==> config.mk <==
export PLATFORM = sky130hd
export DESIGN_NAME = edge_pulse_gen_flat
export DESIGN_NICKNAME = d
export VERILOG_FILES = /design/src/rtl/edge_pulse_gen_if.sv /design/src/rtl/edge_pulse_gen.sv /design/src/flat_wrapper.sv
export SDC_FILE = /design/constraint.sdc
export NUM_CORES = 1
export LEC_CHECK = 0
export BUFFER_PORTS_ARGS = -buffer_cell sky130_fd_sc_hd__buf_4
export CORE_AREA = 2 2 58 60
export DETAILED_ROUTE_END_ITERATION = 12
export DIE_AREA = 0 0 60 62
export PLACE_DENSITY = 0.75
export SKIP_LAST_GASP = 1
export SLEW_MARGIN = 20
export SYNTH_ARGS = -nofsm -noshare
export SYNTH_HDL_FRONTEND = slang
export SYNTH_SLANG_ARGS = --single-unit
export TNS_END_PERCENT = 1
==> constraint.sdc <==
create_clock -name clk -period 1.75 [get_ports clk]
set_input_delay 0.2625 -clock clk [delete_from_list [all_inputs] [get_ports clk]]
set_output_delay 0.2625 -clock clk [all_outputs]
set_load 0.03 [all_outputs]
==> src/rtl/edge_pulse_gen_if.sv <==
// Bundle of level inputs, controls and pulse/status outputs for edge_pulse_gen.
// master drives the inputs and observes the outputs; slave is the generator itself.
interface edge_pulse_gen_if #(
  parameter int unsigned CH    = 4,
  parameter int unsigned CNT_W = 16
);

  logic [CH-1:0]    in;
  logic [1:0]       mode;
  logic             retrig;
  logic             clr;
  logic [CH-1:0]    pulse;
  logic [CH-1:0]    missed;
  logic [CNT_W-1:0] evt_cnt;

  modport master (
    output in,
    output mode,
    output retrig,
    output clr,
    input  pulse,
    input  missed,
    input  evt_cnt
  );

  modport slave (
    input  in,
    input  mode,
    input  retrig,
    input  clr,
    output pulse,
    output missed,
    output evt_cnt
  );

endinterface

==> src/rtl/edge_pulse_gen.sv <==
// Multi-channel level-to-pulse generator with optional input synchroniser and Moore/Mealy timing.
// Define EPG_EVT_CNT_EN to build the saturating detected-edge counter; otherwise evt_cnt is 0.
module edge_pulse_gen #(
  parameter int unsigned CH          = 4,
  parameter int unsigned SYNC_STAGES = 2,
  parameter int unsigned PULSE_LEN   = 1,
  parameter int unsigned MEALY       = 0,
  parameter int unsigned CNT_W       = 16
) (
  input logic             clk,
  input logic             reset,
  edge_pulse_gen_if.slave bus
);

  localparam int unsigned RemW = $clog2(PULSE_LEN + 1);
  localparam logic [RemW-1:0] LoadVal = (MEALY != 0) ? RemW'(PULSE_LEN - 1) : RemW'(PULSE_LEN);
  // A one-cycle Mealy pulse is fully covered by the detection cycle, so ACTIVE is never entered.
  localparam bit SkipActive = (MEALY != 0) && (PULSE_LEN == 1);

  typedef enum logic {
    StIdle,
    StActive
  } state_e;

  logic [CH-1:0]   s;
  logic [CH-1:0]   prev_q;
  logic [CH-1:0]   edge_det;
  logic [CH-1:0]   miss_set;
  logic [CH-1:0]   pulse;
  logic [CH-1:0]   missed_q;
  state_e          state_q [CH];
  state_e          state_d [CH];
  logic [RemW-1:0] rem_q   [CH];
  logic [RemW-1:0] rem_d   [CH];

  generate
    if (SYNC_STAGES == 0) begin : g_nosync
      assign s = bus.in;
    end else begin : g_sync
      logic [CH-1:0] sync_q [SYNC_STAGES];

      always_ff @(posedge clk) begin
        if (reset) begin
          for (int unsigned k = 0; k < SYNC_STAGES; k++) sync_q[k] <= '0;
        end else begin
          sync_q[0] <= bus.in;
          for (int unsigned k = 1; k < SYNC_STAGES; k++) sync_q[k] <= sync_q[k-1];
        end
      end

      assign s = sync_q[SYNC_STAGES-1];
    end
  endgenerate

  always_ff @(posedge clk) begin
    if (reset) prev_q <= '0;
    else       prev_q <= s;
  end

  // Edges are masked during reset so a Mealy pulse cannot escape while reset is held.
  always_comb begin
    edge_det = '0;
    case (bus.mode)
      2'b00:   edge_det = s & ~prev_q;
      2'b01:   edge_det = ~s & prev_q;
      2'b10:   edge_det = s ^ prev_q;
      default: edge_det = '0;
    endcase
    if (reset) edge_det = '0;
  end

  always_comb begin
    for (int unsigned i = 0; i < CH; i++) begin
      state_d[i]  = state_q[i];
      rem_d[i]    = rem_q[i];
      miss_set[i] = 1'b0;
      pulse[i]    = 1'b0;
      unique case (state_q[i])
        StIdle: begin
          pulse[i] = (MEALY != 0) && edge_det[i];
          if (edge_det[i] && !SkipActive) begin
            state_d[i] = StActive;
            rem_d[i]   = LoadVal;
          end
        end
        StActive: begin
          pulse[i] = 1'b1;
          if (edge_det[i] && bus.retrig) begin
            rem_d[i] = LoadVal;
          end else begin
            miss_set[i] = edge_det[i];
            if (rem_q[i] == RemW'(1)) begin
              state_d[i] = StIdle;
              rem_d[i]   = '0;
            end else begin
              rem_d[i] = rem_q[i] - RemW'(1);
            end
          end
        end
      endcase
    end
  end

  always_ff @(posedge clk) begin
    if (reset) begin
      for (int unsigned i = 0; i < CH; i++) begin
        state_q[i] <= StIdle;
        rem_q[i]   <= '0;
      end
    end else begin
      for (int unsigned i = 0; i < CH; i++) begin
        state_q[i] <= state_d[i];
        rem_q[i]   <= rem_d[i];
      end
    end
  end

  // A miss in the same cycle as clr survives.
  always_ff @(posedge clk) begin
    if (reset) missed_q <= '0;
    else       missed_q <= (missed_q & ~{CH{bus.clr}}) | miss_set;
  end

  assign bus.pulse  = pulse;
  assign bus.missed = missed_q;

`ifdef EPG_EVT_CNT_EN
  localparam int unsigned SumW = CNT_W + 6;

  logic [CNT_W-1:0] cnt_q;
  logic [5:0]       pop;
  logic [SumW-1:0]  sum;

  always_comb begin
    pop = '0;
    for (int unsigned i = 0; i < CH; i++) pop = pop + 6'(edge_det[i]);
    sum = (bus.clr ? '0 : SumW'(cnt_q)) + SumW'(pop);
  end

  always_ff @(posedge clk) begin
    if (reset)                                 cnt_q <= '0;
    else if (sum > SumW'({CNT_W{1'b1}}))       cnt_q <= '1;
    else                                       cnt_q <= sum[CNT_W-1:0];
  end

  assign bus.evt_cnt = cnt_q;
`else
  assign bus.evt_cnt = {CNT_W{1'b0}};
`endif

endmodule

==> src/flat_wrapper.sv <==
// flat-port wrapper written by rule: the top's interface ports become plain ports
module edge_pulse_gen_flat 
#(
  parameter int unsigned CH          = 4,
  parameter int unsigned SYNC_STAGES = 2,
  parameter int unsigned PULSE_LEN   = 1,
  parameter int unsigned MEALY       = 0,
  parameter int unsigned CNT_W       = 16
)
  (clk, reset, bus_in, bus_mode, bus_retrig, bus_clr, bus_pulse, bus_missed, bus_evt_cnt);
  edge_pulse_gen_if #(.CH(CH), .CNT_W(CNT_W)) bus_i ();
  input logic clk;
  input logic reset;
  input wire logic [$bits(bus_i.in)-1:0] bus_in;
  input wire logic [$bits(bus_i.mode)-1:0] bus_mode;
  input wire logic [$bits(bus_i.retrig)-1:0] bus_retrig;
  input wire logic [$bits(bus_i.clr)-1:0] bus_clr;
  output wire logic [$bits(bus_i.pulse)-1:0] bus_pulse;
  output wire logic [$bits(bus_i.missed)-1:0] bus_missed;
  output wire logic [$bits(bus_i.evt_cnt)-1:0] bus_evt_cnt;
  assign bus_i.in = bus_in;
  assign bus_i.mode = bus_mode;
  assign bus_i.retrig = bus_retrig;
  assign bus_i.clr = bus_clr;
  assign bus_pulse = bus_i.pulse;
  assign bus_missed = bus_i.missed;
  assign bus_evt_cnt = bus_i.evt_cnt;
  edge_pulse_gen #(.CH(CH), .SYNC_STAGES(SYNC_STAGES), .PULSE_LEN(PULSE_LEN), .MEALY(MEALY), .CNT_W(CNT_W)) u_core (.clk(clk), .reset(reset), .bus(bus_i));
endmodule
==> results of run 1 <==
## critical path, cell delays in order, from the launching register on
cell and delay [ps]:
dfxtp_1 370, inv_1 50, ha_1 270, and2_1 180, o31ai_4 260, nand2_1 90
a311oi_1 250
## kinds of logic after synthesis
kind of cell | after synthesis | synth area share [%]
buf+inv | 37 | 17.9
fa+ha+maj | 8 | 8.06
compound gates | 21 | 14.8
simple gates | 43 | 20.2
flops | 24 | 38.7
other cells | 1 | 0.302
## area by class of cell
type | count | area share [%]
multi-input combinational | 88 | 44.4
timing repair buffer | 17 | 9.51
clock buffer | 4 | 2.70
sequential | 24 | 35.8
tap | 46 | 4.29
inverter | 12 | 3.36
## flip-flops by register name, summed over array words and instances, names as in the netlist
register,cells
u_core.bus.missed,4
u_core.rem_q,4
u_core.state_q,4
u_core.g_sync.sync_q,8
u_core.prev_q,4
## routing by layer
| layer | track usage, % | routed length, microns | up-vias | part of all wire [%] |
|---|---|---|---|---|
| met2 | 22.0 | 1140 | 19 | 57 |
| met3 | 4.35 | 116 | 2 | 5.8 |
| met5 | 0 | 0 | - | 0 |
| met4 | 3.81 | 14 | 0 | 0.70 |
| li1 | - | - | 424 | - |
| met1 | 12.3 | 744 | 408 | 37 |
## power groups by stage
stage,sequential [mW],clock [mW],combinational (mW)
finish,0.598,0.290,0.194
global route,0.602,0.328,0.213
CTS,0.598,0.304,0.196
detailed placement,0.610,0,0.196
global placement,0.607,0,0.187
floorplan,0.605,0,0.189
## per-stage QoR
stage               hold slack (ps)  utilization, %  total power, mW
finish                          164            42.2             1.08
global placement                418            41.1            0.794
floorplan                       334               -            0.795
CTS                             153            42.2             1.10
detailed placement              427            41.1            0.806
global route                    148            42.2             1.14
## cell usage in the layout (no fill, tap or decap), types with 4 or more instances in the layout
cell and n:
dfxtp_1 24, buf_4 17, conb_1 16, inv_1 12
a21oi_1 9, nor2_1 8, nand3b_1 8, nand2b_1 8
nor2b_1 8, ha_1 8, o31ai_4 4, nor3_1 4
o21ai_0 4
## path summary, 6_finish.rpt
path                              start                    endpoint  depth (start not counted)
min reg2reg  u_core.g_sync.sync_q[0][2]  u_core.g_sync.sync_q[0][6]                          1
max                    u_core.prev_q[0]          u_core.rem_q[0][0]                          6
max reg2reg            u_core.prev_q[0]          u_core.rem_q[0][0]                          6
min                           bus_in[3]  u_core.g_sync.sync_q[0][3]                          2
==> flow_summary.json, run 1 <==
{
  "placementRows": 21,
  "antenna_found_initial": 0,
  "clkPwrFrac_pct": 26.8,
  "crit_required_ps": 1980,
  "peakVddDrop_mv": 0.345,
  "crit_path_max_fanout": 4,
  "multi_input_area_sq_um": 596,
  "ff2ff_setup_slack_ps": 200,
  "place.gp.congestion": 0.678,
  "dp_hpwl_microns": 1540,
  "drv_slew": 0,
  "cts_sinks": 24,
  "grt.total_usage_pct": 11.8,
  "grt_pass1_wl_microns": 3210,
  "synthToLayoutAreaGrowth_pct": 8.06,
  "clock_latency_ps": 310,
  "yosys_warnings": 0,
  "clkSlewWorstSetupHoldPaths_ps": 120,
  "synth_seq_cells": 24,
  "wl_per_cell_microns": 10.5,
  "synthArstFlopShare_pct": 0,
  "nets": 164,
  "drive_gt1_share_pct": 18.6,
  "outcome": "complete, no violations",
  "setup_ws_ps": 198,
  "root_buffer": "clkbuf_4",
  "clock_skew_ps": 8.66,
  "num_vias": 853,
  "ios": 34,
  "layout_worst_path_cycle_share_pct": 88.7,
  "coreArea_sq_um": 3180,
  "cts_made_buffers": 3,
  "syn_inst": 134,
  "drtPass1Iterations": 4,
  "syn_area_per_cell_sq_um": 9.27,
  "sw_frac_of_total_pct": 28.6,
  "initial_core_util_pct": 39.1,
  "cts_hold_buf": 0,
  "diodes": 0,
  "setup_violations": 0,
  "synth.distinct_cells": 21,
  "synth_common_cells": "dfxtp_1, buf_4, inv_1, a21oi_1",
  "first_iter_violations": 61,
  "syn-cell-area_sq_um": 1240,
  "pre_cts_ws_ps": 226,
  "synth_top_area_share_pct": 38.7,
  "p_switching_uw": 310,
  "seq_area_sq_um": 480,
  "post_cts_resized": 0,
  "fin_cells": 191,
  "yosysSeqAreaShare_pct": 38.7,
  "overflow": 0,
  "power.share.sequential_pct": 55.2,
  "grt_pass1_vias": 760,
  "synth_edf_count": 0,
  "p_leak_nw": 0.539,
  "crit_path_end_kind": "flip-flop",
  "drcViolationCount": 0,
  "worst_setup_path_start_kind": "flip-flop",
  "p_per_area_nw_per_um2": 806,
  "die_w_microns": 60,
  "finalHoldViolCount": 0,
  "setup_tns_ps": 0,
  "postCtsSetupBuffers": 0,
  "crit_arrival_ps": 1780,
  "cts_tree": "done",
  "p_int_uw": 773,
  "h-tree-depth": 1,
  "portBuffers": 17,
  "timing.max_cap.violations": 0,
  "rsz0062_at_grt": "false",
  "n_fill_cell": 321,
  "min_period_ps": 1550,
  "clk_path_buf_depth": 2,
  "pwr-share-comb_pct": 18.0,
  "worstSetupPathType": "reg -> reg",
  "viasPerCell": 4.47,
  "grt_max_degree": 25,
  "routed_wl_microns": 2010,
  "fp.dieH_microns": 62,
  "dpl.cell_count": 187,
  "die-area_sq_um": 3720,
  "synth_area_leader_cell": "dfxtp_1",
  "yosys-top-cells-area": "dfxtp_1, buf_4, ha_1",
  "synth.most_common_cell": "dfxtp_1",
  "final_area_sq_um": 1340,
  "max_freq_mhz": 645,
  "drtAntennaViolNets": 0,
  "ys.flop_type": "dfxtp_1",
  "hold_class": "in -> reg",
  "placed_area_sq_um": 1310
}
(Power assumes the default switching activity.)
==> run 2, diff against run 1 <==
--- a/config.mk
+++ b/config.mk
@@ -9,7 +9,7 @@
 export CORE_AREA = 2 2 58 60
 export DETAILED_ROUTE_END_ITERATION = 12
 export DIE_AREA = 0 0 60 62
-export PLACE_DENSITY = 0.75
+export PLACE_DENSITY = 0.72
 export SKIP_LAST_GASP = 1
 export SLEW_MARGIN = 20
 export SYNTH_ARGS = -nofsm -noshare
==> flow_summary.json, run 2 (synthesized netlist as in run 1, its figures left out) <==
{
  "finalHoldViolCount": 0,
  "p_per_area_nw_per_um2": 798,
  "cts_sinks": 24,
  "wl_per_cell_microns": 9.49,
  "ff2ff_setup_slack_ps": 180,
  "clock_skew_ps": 0.485,
  "dp_hpwl_microns": 1420,
  "largest_reg_flops": 8,
  "setup_tns_ps": 0,
  "placementRows": 21,
  "cts_made_buffers": 3,
  "num_vias": 830,
  "h-tree-depth": 1,
  "hold_class": "in -> reg",
  "first_iter_violations": 19,
  "cts_tree": "done",
  "grt_max_degree": 25,
  "max_freq_mhz": 635,
  "place.gp.congestion": 0.672,
  "crit_path_end_kind": "flip-flop",
  "fin_cells": 191,
  "worstSetupPathType": "reg -> reg",
  "initial_core_util_pct": 39.1,
  "setup_violations": 0,
  "root_buffer": "clkbuf_4",
  "grt_pass1_wl_microns": 3170,
  "drv_slew": 0,
  "final_common_cell": "dfxtp_1",
  "rsz0062_at_grt": "false",
  "routed_wl_microns": 1810,
  "placed_area_sq_um": 1310,
  "crit_arrival_ps": 1790,
  "die_w_microns": 60,
  "nets": 164,
  "layout_worst_path_cycle_share_pct": 89.9,
  "crit_required_ps": 1960,
  "ios": 34,
  "n_fill_cell": 324,
  "peakVddDrop_mv": 0.443,
  "clock_latency_ps": 300,
  "total_power_mw": 1.07,
  "overflow": 0,
  "drive_gt1_share_pct": 18.6,
  "outcome": "complete, no violations",
  "top_register": "u_core.g_sync.sync_q",
  "clk_path_buf_depth": 2,
  "mostFrequentLayoutCells": "dfxtp_1, buf_4, conb_1, inv_1, a21oi_1",
  "crit_path_max_fanout": 4,
  "drtAntennaViolNets": 0,
  "min_period_ps": 1570,
  "postCtsSetupBuffers": 0,
  "grt_pass1_vias": 791,
  "coreArea_sq_um": 3180,
  "drtPass1Iterations": 4,
  "dpl.cell_count": 187,
  "cts_hold_buf": 0,
  "grt.total_usage_pct": 11.3,
  "post_cts_resized": 0,
  "viasPerCell": 4.35,
  "worst_setup_path_start_kind": "flip-flop",
  "diodes": 0,
  "portBuffers": 17,
  "timing.max_cap.violations": 0,
  "fin_util_pct": 42.2,
  "fp.dieH_microns": 62,
  "clkSlewWorstSetupHoldPaths_ps": 120,
  "p_leak_nw": 0.539,
  "final_area_sq_um": 1340,
  "synthToLayoutAreaGrowth_pct": 8.06,
  "antenna_found_initial": 0,
  "die-area_sq_um": 3720,
  "drcViolationCount": 0
}
run 2: cell counts in the layout (fill, tap and decap cells not counted):
Identical to the previous run, type by type.
run 2: final timing paths:
| check | from | end | cells after the start |
|---|---|---|---|
| setup / recovery | u_core.prev_q[0] | u_core.rem_q[0][0] | 6 |
| hold / removal | bus_in[2] | u_core.g_sync.sync_q[0][2] | 2 |
| setup reg to reg | u_core.prev_q[0] | u_core.rem_q[0][0] | 6 |
| hold reg to reg | u_core.g_sync.sync_q[0][0] | u_core.g_sync.sync_q[0][4] | 1 |
run 2: layout make-up:
type,instances,area (sq um),area share (%)
sequential,24,480,35.8
multi-input combinational,88,596,44.4
tap,46,57.6,4.29
clock buffer,4,36.3,2.70
timing repair buffer,17,128,9.51
inverter,12,45.0,3.36
run 2: metal layers:
layer	GRT usage [%]	share of wire [%]
met5	0	0
met4	3.17	0.44
met3	2.48	3.9
met2	23.1	56
met1	11.3	39
run 2: through the flow:
| step | hold WS, ps | setup WS, ps |
|---|---|---|
| after floorplan | 334 | 374 |
| after global placement | 422 | 302 |
| after detailed placement | 430 | 212 |
| after CTS | 147 | 154 |
| after global routing | 152 | 96.1 |
| final | 156 | 176 |
run 2: critical path: stages, from the launching register on:
cell and delay, ps:
dfxtp_1 350, inv_1 50, ha_1 270, and2_1 180
o31ai_4 240, nand2_1 90, a311oi_1 300
run 2: power breakdown:
part | internal, mW | total, mW | switching, mW
Sequential | 0.576 | 0.597 | 0.0213
Clock | 0.127 | 0.282 | 0.155
Combinational | 0.0700 | 0.193 | 0.123
Total | 0.773 | 1.07 | 0.299
==> run 3, diff against run 2 <==
--- a/config.mk
+++ b/config.mk
@@ -10,6 +10,7 @@
 export DETAILED_ROUTE_END_ITERATION = 12
 export DIE_AREA = 0 0 60 62
 export PLACE_DENSITY = 0.72
+export RECOVER_POWER = 25
 export SKIP_LAST_GASP = 1
 export SLEW_MARGIN = 20
 export SYNTH_ARGS = -nofsm -noshare
==> flow_summary.json, run 3 (synthesized netlist as in run 1, its figures left out) <==
{
  "outcome": "complete, no violations",
  "crit_path_max_fanout": 4,
  "drcViolationCount": 0,
  "grt_pass1_wl_microns": 3170,
  "timing.max_cap.violations": 0,
  "cts_made_buffers": 3,
  "clock_skew_ps": 1.26,
  "rsz0062_at_grt": "false",
  "fin_cells": 191,
  "drtAntennaViolNets": 0,
  "routed_wl_microns": 1820,
  "fp.dieH_microns": 62,
  "grt_pass1_vias": 791,
  "mostFrequentLayoutCells": "dfxtp_1, conb_1, buf_4, inv_1, a21oi_1",
  "coreArea_sq_um": 3180,
  "clk_path_buf_depth": 2,
  "crit_arrival_ps": 1790,
  "min_period_ps": 1580,
  "largest_reg_flops": 8,
  "cp_slowest_cell": "dfxtp_1",
  "die_w_microns": 60,
  "grt.total_usage_pct": 11.3,
  "drv_slew": 0,
  "critPathMaxStageDelay_ps": 350,
  "first_iter_violations": 19,
  "dpl.cell_count": 187,
  "synthToLayoutAreaGrowth_pct": 7.75,
  "crit_buf_inv": 1,
  "postCtsSetupBuffers": 0,
  "viasPerCell": 4.36,
  "grt_max_degree": 25,
  "initial_core_util_pct": 39.1,
  "clock_latency_ps": 310,
  "max_freq_mhz": 632,
  "overflow": 0,
  "finalHoldViolCount": 0,
  "layout_worst_path_cycle_share_pct": 90.4,
  "cts_tree": "done",
  "final_area_sq_um": 1340,
  "peakVddDrop_mv": 0.445,
  "setup_tns_ps": 0,
  "ff2ff_path_depth": 6,
  "drtPass1Iterations": 4,
  "cts_hold_buf": 0,
  "portBuffers": 17,
  "final_common_cell": "dfxtp_1",
  "min_path_cells": 2,
  "root_buffer": "clkbuf_4",
  "worst_pin_slew_ps": 1020,
  "placementRows": 21,
  "num_vias": 832,
  "antenna_found_initial": 0,
  "dp_hpwl_microns": 1420,
  "worst_setup_path_start_kind": "flip-flop",
  "hold_class": "in -> reg",
  "cts_sinks": 24,
  "placed_area_sq_um": 1310,
  "maxSlewHeadroom_pct": 32.3,
  "drive_gt1_share_pct": 17.9,
  "h-tree-depth": 1,
  "path_cells": "inv_1, ha_1, and2_1, o31ai_4, nand2_1, a311oi_1",
  "die-area_sq_um": 3720,
  "p_per_area_nw_per_um2": 801,
  "diodes": 0,
  "post_cts_resized": 0,
  "wl_per_cell_microns": 9.50,
  "worstSetupPathType": "reg -> reg",
  "fin_util_pct": 42.1,
  "p_leak_nw": 0.535,
  "ios": 34,
  "critPathTopFamily": "compound AO/OA/AOI/OAI gates",
  "setup_violations": 0,
  "clkSlewWorstSetupHoldPaths_ps": 120,
  "top_register": "u_core.g_sync.sync_q",
  "place.gp.congestion": 0.672,
  "crit_required_ps": 1960,
  "cp.depth": 6,
  "crit_path_end_kind": "flip-flop",
  "nets": 164
}
## run 3: per-stage QoR
stage / power [mW] / setup slack (ps) / hold slack [ps]
after floorplan: 0.795 / 374 / 334
after global placement: 0.794 / 302 / 422
after detailed placement: 0.804 / 212 / 430
after CTS: 1.09 / 154 / 147
after global routing: 1.13 / 86.4 / 152
final: 1.07 / 168 / 155
## run 3: layout make-up
cell class                      instances  area [sq um]
Sequential cell                        24           480
Clock buffer                            4          36.3
Inverter                               12          45.0
Fill cell                             323          1840
Timing Repair Buffer                   17           124
Multi-Input combinational cell         88           596
Tap cell                               46          57.6
## run 3: final timing paths
check | startpoint | to | slack (ps)
hold reg to reg | u_core.g_sync.sync_q[0][1] | u_core.g_sync.sync_q[0][5] | 450
setup / recovery | u_core.prev_q[0] | u_core.rem_q[0][0] | 170
hold / removal | bus_in[2] | u_core.g_sync.sync_q[0][2] | 160
setup reg to reg | u_core.prev_q[0] | u_core.rem_q[0][0] | 170
## run 3: metal layers
layer,vias up,global-route usage [%],share of wire [%]
li1,420,-,-
met1,387,11.3,39
met2,23,23.1,57
met3,2,2.48,3.7
met4,0,3.17,0.44
met5,-,0,0
## run 3: report_power, final
part	leakage (nW)	internal (mW)	switching (mW)	total [mW]
Combinational	0.317	0.0691	0.123	0.192
Clock	0.0210	0.127	0.156	0.283
Sequential	0.197	0.576	0.0213	0.597
